==> config.mk <==
export PLATFORM = sky130hd
export DESIGN_NAME = mem_wb_stage
export DESIGN_NICKNAME = d
export VERILOG_FILES = /design/src/rtl/mips_pkg.sv /design/src/rtl/mem_wb_stage_load_align.sv /design/src/rtl/mem_wb_stage.sv
export SDC_FILE = /design/constraint.sdc
export NUM_CORES = 1
export LEC_CHECK = 0
export BUFFER_PORTS_ARGS = -buffer_cell sky130_fd_sc_hd__buf_2
export CAP_MARGIN = 40
export CORE_AREA = 2 2 182 184
export CTS_BUF_LIST = sky130_fd_sc_hd__clkbuf_4
export DETAILED_ROUTE_END_ITERATION = 7
export DIE_AREA = 0 0 184 186
export PLACE_DENSITY = 0.62
export SKIP_CTS_REPAIR_TIMING = 1
export SLEW_MARGIN = 20
export SYNTH_ARGS = -nofsm -noshare
export SYNTH_HDL_FRONTEND = slang
export SYNTH_SLANG_ARGS = --single-unit
==> constraint.sdc <==
create_clock -name clk -period 8.2 [get_ports clk]
set_input_delay 0.41 -clock clk [delete_from_list [all_inputs] [get_ports clk]]
set_output_delay 0.41 -clock clk [all_outputs]
set_load 0.02 [all_outputs]
==> src/rtl/mips_pkg.sv <==
// Shared MIPS pipeline constants: writeback source codes and load size codes.
package mips_pkg;

  // Writeback mux source select codes (index of the x0..x7 candidate).
  localparam logic [2:0] WB_SRC_ALU  = 3'd0;
  localparam logic [2:0] WB_SRC_LOAD = 3'd1;
  localparam logic [2:0] WB_SRC_LINK = 3'd2;
  localparam logic [2:0] WB_SRC_LUI  = 3'd3;
  localparam logic [2:0] WB_SRC_HI   = 3'd4;
  localparam logic [2:0] WB_SRC_LO   = 3'd5;
  localparam logic [2:0] WB_SRC_SLT  = 3'd6;
  localparam logic [2:0] WB_SRC_ZERO = 3'd7;

  // Load access size codes; 2'b11 is reserved and handled as a word.
  localparam logic [1:0] LD_BYTE = 2'b00;
  localparam logic [1:0] LD_HALF = 2'b01;
  localparam logic [1:0] LD_WORD = 2'b10;

  // Sign- or zero-extend a byte to 32 bits.
  function automatic logic [31:0] ext8(input logic [7:0] v, input logic uns);
    return {{24{~uns & v[7]}}, v};
  endfunction

  // Sign- or zero-extend a halfword to 32 bits.
  function automatic logic [31:0] ext16(input logic [15:0] v, input logic uns);
    return {{16{~uns & v[15]}}, v};
  endfunction

endpackage

==> src/rtl/mem_wb_stage_load_align.sv <==
// Big-endian load alignment and extension, plus natural-alignment check.
module load_align
  import mips_pkg::*;
(
  input  logic [31:0] rdata_i,
  input  logic [1:0]  addr_lo_i,
  input  logic [1:0]  size_i,
  input  logic        uns_i,
  output logic [31:0] data32_o,
  output logic        misalign_o
);

  logic [7:0]  byte_v;
  logic [15:0] half_v;

  // Pick the addressed byte/half lane (byte 0 is the MSB lane) and extend.
  always_comb begin
    byte_v     = 8'h00;
    half_v     = addr_lo_i[1] ? rdata_i[15:0] : rdata_i[31:16];
    data32_o   = rdata_i;
    misalign_o = 1'b0;
    case (addr_lo_i)
      2'd0:    byte_v = rdata_i[31:24];
      2'd1:    byte_v = rdata_i[23:16];
      2'd2:    byte_v = rdata_i[15:8];
      default: byte_v = rdata_i[7:0];
    endcase
    case (size_i)
      LD_BYTE: data32_o = ext8(byte_v, uns_i);
      LD_HALF: begin
        data32_o   = ext16(half_v, uns_i);
        misalign_o = addr_lo_i[0];
      end
      default: begin
        data32_o   = rdata_i;
        misalign_o = (addr_lo_i != 2'd0);
      end
    endcase
  end

endmodule

==> src/rtl/mem_wb_stage.sv <==
// MEM/WB pipeline register: holds MEM results, aligned load data, HI/LO state,
// and presents the eight writeback candidates plus select to the WB mux.
module mem_wb_stage
  import mips_pkg::*;
#(
  parameter logic [31:0] RESET_PC = 32'h0000_0000
) (
  input  logic        clk,
  input  logic        rst,
  input  logic        flush,
  input  logic        in_valid,
  output logic        in_ready,
  input  logic [31:0] in_alu,
  input  logic [31:0] in_rdata,
  input  logic [1:0]  in_addr_lo,
  input  logic [1:0]  in_ld_size,
  input  logic        in_ld_uns,
  input  logic [31:0] in_pc8,
  input  logic [15:0] in_imm,
  input  logic [2:0]  in_src,
  input  logic [4:0]  in_rd,
  input  logic        in_we,
  input  logic        in_hi_we,
  input  logic        in_lo_we,
  input  logic [31:0] in_hi_d,
  input  logic [31:0] in_lo_d,
  output logic        wb_valid,
  input  logic        wb_ready,
  output logic [31:0] x0,
  output logic [31:0] x1,
  output logic [31:0] x2,
  output logic [31:0] x3,
  output logic [31:0] x4,
  output logic [31:0] x5,
  output logic [31:0] x6,
  output logic [31:0] x7,
  output logic [2:0]  wb_sel,
  output logic [4:0]  wb_rd,
  output logic        wb_we,
  output logic        ld_misalign
);

  logic        cap;
  logic [31:0] ld_data;
  logic        ld_mis_raw;

  logic        valid_q, valid_d;
  logic [31:0] alu_q, alu_d;
  logic [31:0] ld_q, ld_d;
  logic [31:0] pc8_q, pc8_d;
  logic [15:0] imm_q, imm_d;
  logic [31:0] hi_snap_q, hi_snap_d;
  logic [31:0] lo_snap_q, lo_snap_d;
  logic [2:0]  src_q, src_d;
  logic [4:0]  rd_q, rd_d;
  logic        we_q, we_d;
  logic        mis_q, mis_d;
  logic [31:0] hi_q, hi_d;
  logic [31:0] lo_q, lo_d;

  // Align before the register so the held entry already carries final load data.
  load_align u_align (
    .rdata_i    (in_rdata),
    .addr_lo_i  (in_addr_lo),
    .size_i     (in_ld_size),
    .uns_i      (in_ld_uns),
    .data32_o   (ld_data),
    .misalign_o (ld_mis_raw)
  );

  // A flush blocks acceptance, which also suppresses the incoming HI/LO writes.
  assign in_ready = (~valid_q | wb_ready) & ~flush;
  assign cap      = in_valid & in_ready;

  // Next-state: capture a new entry, drain/flush the held one, update HI/LO.
  always_comb begin
    valid_d   = valid_q;
    alu_d     = alu_q;
    ld_d      = ld_q;
    pc8_d     = pc8_q;
    imm_d     = imm_q;
    hi_snap_d = hi_snap_q;
    lo_snap_d = lo_snap_q;
    src_d     = src_q;
    rd_d      = rd_q;
    we_d      = we_q;
    mis_d     = mis_q;
    hi_d      = hi_q;
    lo_d      = lo_q;
    if (cap) begin
      valid_d   = 1'b1;
      alu_d     = in_alu;
      ld_d      = ld_data;
      pc8_d     = in_pc8;
      imm_d     = in_imm;
      // Snapshot is the value before this op's own HI/LO write.
      hi_snap_d = hi_q;
      lo_snap_d = lo_q;
      src_d     = in_src;
      rd_d      = in_rd;
      we_d      = in_we;
      mis_d     = ld_mis_raw & (in_src == WB_SRC_LOAD);
      if (in_hi_we) hi_d = in_hi_d;
      if (in_lo_we) lo_d = in_lo_d;
    end else if (flush | wb_ready) begin
      valid_d = 1'b0;
    end
  end

  // State registers; reset discards the held entry and clears HI/LO.
  always_ff @(posedge clk or posedge rst) begin
    if (rst) begin
      valid_q   <= 1'b0;
      alu_q     <= 32'h0;
      ld_q      <= 32'h0;
      pc8_q     <= RESET_PC;
      imm_q     <= 16'h0;
      hi_snap_q <= 32'h0;
      lo_snap_q <= 32'h0;
      src_q     <= WB_SRC_ALU;
      rd_q      <= 5'd0;
      we_q      <= 1'b0;
      mis_q     <= 1'b0;
      hi_q      <= 32'h0;
      lo_q      <= 32'h0;
    end else begin
      valid_q   <= valid_d;
      alu_q     <= alu_d;
      ld_q      <= ld_d;
      pc8_q     <= pc8_d;
      imm_q     <= imm_d;
      hi_snap_q <= hi_snap_d;
      lo_snap_q <= lo_snap_d;
      src_q     <= src_d;
      rd_q      <= rd_d;
      we_q      <= we_d;
      mis_q     <= mis_d;
      hi_q      <= hi_d;
      lo_q      <= lo_d;
    end
  end

  assign wb_valid    = valid_q;
  assign x0          = alu_q;
  assign x1          = ld_q;
  assign x2          = pc8_q;
  assign x3          = {imm_q, 16'h0};
  assign x4          = hi_snap_q;
  assign x5          = lo_snap_q;
  assign x6          = {31'b0, alu_q[31]};
  assign x7          = 32'h0;
  assign wb_sel      = src_q;
  assign wb_rd       = rd_q;
  assign ld_misalign = mis_q;
  // r0 is hardwired; misaligned loads never commit.
  assign wb_we       = valid_q & we_q & (rd_q != 5'd0) & ~mis_q;

endmodule
==> impl_metrics.json <==
{
  "wire_length_of_the_first_global_routing_pass_mm": 45.0,
  "via_count": 9457,
  "cts.clk_slew.worst_paths_ps": 60,
  "die_w_um": 184,
  "total_leakage_power_uw": 0.00832,
  "drt_pre_antenna_iters": 5,
  "power_report.internal_total_uw": 2440,
  "synth.cells.most_frequent": "499 x sky130_fd_sc_hd__nand2_1, 251 x sky130_fd_sc_hd__dfrtp_1, 89 x sky130_fd_sc_hd__buf_4",
  "finalWirelength_mm": 31.8,
  "crit_buf_inv": 2,
  "initial_utilization_pct": 33.3,
  "grt_start_max_net_pins": 111,
  "layout-area-overhead-vs-synth_pct": 43.0,
  "worst_path_top_cell_family_by_delay": "buffers and inverters",
  "ys.warnings.count": 0,
  "root_buffer": "sky130_fd_sc_hd__clkbuf_4",
  "postSynthRegisterBits": 251,
  "antenna_viol_nets_final": 0,
  "vertical_extent_of_the_die_um": 186,
  "share_of_flip_flops_with_an_asynchronous_set_or_reset_after_synthesis_pct": 100,
  "footprint_of_the_multi_input_gates_sq_um": 3810,
  "top_level_ports": 465,
  "setup-violations-final": 0,
  "worstHoldStart": "in_rdata[21]",
  "hold_crit_class": "in -> reg",
  "r2r-end": "lo_q[2]",
  "power.combinational.fraction_pct": 24.6,
  "layout.filler_cells": 2973,
  "drt_first_iter_violations": 427,
  "cts_sinks": 251,
  "syn-mean-instance-area_sq_um": 9.80,
  "dpl.cell_count": 1836,
  "cp_slowest_stage_delay_ps": 660,
  "outcome": "complete, no violations",
  "core-area_sq_um": 32200,
  "critical_path.slowest_cell": "sky130_fd_sc_hd__buf_4",
  "grt_antenna_before_repair": 3,
  "max-cap-violations": 0,
  "clk-insertion-delay-late_ps": 640,
  "p_per_area_nw_per_um2": 236,
  "cts_max_path_buffers": 3,
  "min_delay_path_depth": 3,
  "drive_gt1_share_pct": 34.6,
  "synth.distinct_cells": 42,
  "overflow": 0,
  "synth_top_flop_cell": "sky130_fd_sc_hd__dfrtp_1",
  "finalSetupTns_ps": 0,
  "worst_hold_path.endpoint": "x1[21]",
  "synth_top_area_cell": "sky130_fd_sc_hd__dfrtp_1",
  "data_arrival_at_the_endpoint_of_the_critical_path_ps": 3090,
  "finalNonFillerCells": 2126,
  "ranking_of_synthesized_cells_by_area": "sky130_fd_sc_hd__dfrtp_1 59%, sky130_fd_sc_hd__nand2_1 17%, sky130_fd_sc_hd__mux2_2 7.0%",
  "hold_viol_final": 0,
  "clock_tree.htree_level_count": 3,
  "power.switching_uw": 1190,
  "sw_frac_of_total_pct": 32.8,
  "regToRegStartpoint": "wb_valid",
  "post-route-cell-area_sq_um": 15300,
  "worst_ep_required_ps": 8730,
  "wl_per_cell_um": 14.9,
  "worstPathMaxFanout": 67,
  "place_area_sq_um": 12700,
  "power.ir.vdd_worst_v": 0.000129,
  "routabilityCongestion": 0.864,
  "grt_pass1_vias": 8556,
  "clock_power_share_pct": 31.6,
  "timing.critical_path.from_type": "flip-flop",
  "finalCriticalPeriod_ps": 2570,
  "timing.final.crit_share_pct": 31.3,
  "synthCells": 1095,
  "worst_slew_pin_slew_ps": 762,
  "cts_inserted_buffers": 72,
  "regToRegSetupSlack_ps": 5630,
  "place.port_buffers": 385,
  "synth_top_cell_area_share_pct": 58.5,
  "num-nets-final": 1865,
  "achievable_clock_frequency_mhz": 389,
  "hold-worst-slack_ps": 47.5,
  "crit_chain": "nand2b_1, and3_4, buf_4, nand2_2, buf_12, mux2_1",
  "register_area_sq_um": 6280,
  "tritoncts": "built",
  "grt_setup_unrepaired": "false",
  "worst_slew_margin_rel_pct": 49.2,
  "worstSetupEndpointType": "flip-flop",
  "synth_area_sq_um": 10700,
  "seq_power_share_pct": 43.8,
  "post-dp-hpwl_mm": 20.3,
  "drc": 0,
  "postLayoutCoreUtil_pct": 47.6,
  "grt_util_all_layers_pct": 16.6,
  "timing.reg2reg.worst_path_depth": 6,
  "drv_slew": 0,
  "yosys.cell_count.top_type": "sky130_fd_sc_hd__nand2_1",
  "placementRows": 66,
  "vias_per_cell": 4.45,
  "worst_setup_path_class": "reg -> reg",
  "synth_edf_count": 0,
  "floorplan.die_area_sq_um": 34200,
  "timing.clock.skew_ps": 28.0,
  "part_of_the_yosys_area_used_for_sequential_elements_pct": 58.5
}
registers in the layout, indices dropped and copies added, names as in the netlist:
register,count
x2,32
wb_valid,1
wb_sel,3
x4,32
x0,32
x5,32
ld_misalign,1
imm_q,16
hi_q,32
wb_rd,5
lo_q,32
x1,32
we_q,1
how the worst max path moves through the flow:
stage,slack [ps],from,endpoint,depth (start not counted)
final,5630,wb_valid,lo_q[2],6
after global routing,5460,wb_valid,lo_q[1],6
after CTS,5100,wb_valid,lo_q[2],5
after detailed placement,4990,wb_ready,hi_q[20],6
after global placement,5000,wb_ready,hi_q[20],6
after floorplan,890,rst,hi_q[0],1
routing by layer:
layer / global-route usage, % / part of all wire [%] / routed length, um
met2: 26.9 / 50 / 16000
met1: 19.5 / 39 / 12300
met3: 6.75 / 8.6 / 2720
met5: 0 / 0 / 0
met4: 7.14 / 2.5 / 789
power by group through the flow:
stage	clock network, uW	registers [uW]	logic (uW)
4_1_cts	1190	1590	829
2_1_floorplan	0	1800	334
3_3_place_gp	0	1600	807
5_1_grt	1270	1620	971
3_5_place_dp	0	1600	829
6_report	1150	1590	892
kinds of logic (layout without fill, tap and decap cells):
logic type / after synthesis / in the layout / share of synthesized area, %
AO/OA/AOI/OAI: 47 / 47 / 3.72
other: 1 / 82 / 0.0349
flip-flops: 251 / 251 / 58.5
AND/OR/NAND/NOR: 571 / 571 / 21.1
multiplexers: 74 / 74 / 7.78
buffers and inverters: 151 / 693 / 8.86
final cells by class:
class	count	area share, %
timing repair buffer	561	24.7
clock buffer	108	5.28
clock inverter	13	0.514
tap	408	3.33
antenna	3	0.0489
sequential	251	40.9
inverter	11	0.318
multi-input combinational	771	24.8
metrics by stage:
stage / setup slack (ps) / total power, uW
after global placement: 5000 / 2410
final: 5630 / 3630
after CTS: 5100 / 3610
after floorplan: 890 / 2130
after global routing: 5460 / 3860
after detailed placement: 4990 / 2430
tightest hold or removal path, delay by kind of cell:
kind                   cells  cell delay [ps]
buffers and inverters      1               90
and+or+nand+nor            2              140
placed cells by master (no fill, tap or decap), types with 2 or more instances in the layout:
cell type / instances
sky130_fd_sc_hd__dlygate4sd3_1: 161
sky130_fd_sc_hd__nand2_2: 2
sky130_fd_sc_hd__a21oi_1: 9
sky130_fd_sc_hd__buf_12: 2
sky130_fd_sc_hd__a22o_1: 6
sky130_fd_sc_hd__a32oi_1: 7
sky130_fd_sc_hd__nor2b_1: 3
sky130_fd_sc_hd__o22ai_1: 6
sky130_fd_sc_hd__mux2_1: 5
sky130_fd_sc_hd__dfrtp_1: 251
sky130_fd_sc_hd__diode_2: 3
sky130_fd_sc_hd__nand3b_1: 3
sky130_fd_sc_hd__buf_16: 6
sky130_fd_sc_hd__inv_1: 10
sky130_fd_sc_hd__a31oi_1: 2
sky130_fd_sc_hd__buf_4: 7
sky130_fd_sc_hd__nor2_1: 16
sky130_fd_sc_hd__clkbuf_4: 108
sky130_fd_sc_hd__clkinv_2: 3
sky130_fd_sc_hd__mux2_2: 67
sky130_fd_sc_hd__nor3b_1: 7
sky130_fd_sc_hd__clkinv_1: 7
sky130_fd_sc_hd__nand3_1: 32
sky130_fd_sc_hd__nand2_1: 499
sky130_fd_sc_hd__a211oi_1: 7
sky130_fd_sc_hd__inv_2: 2
sky130_fd_sc_hd__o21ai_0: 2
sky130_fd_sc_hd__buf_2: 385
sky130_fd_sc_hd__conb_1: 79
(Power assumes the default switching activity.)
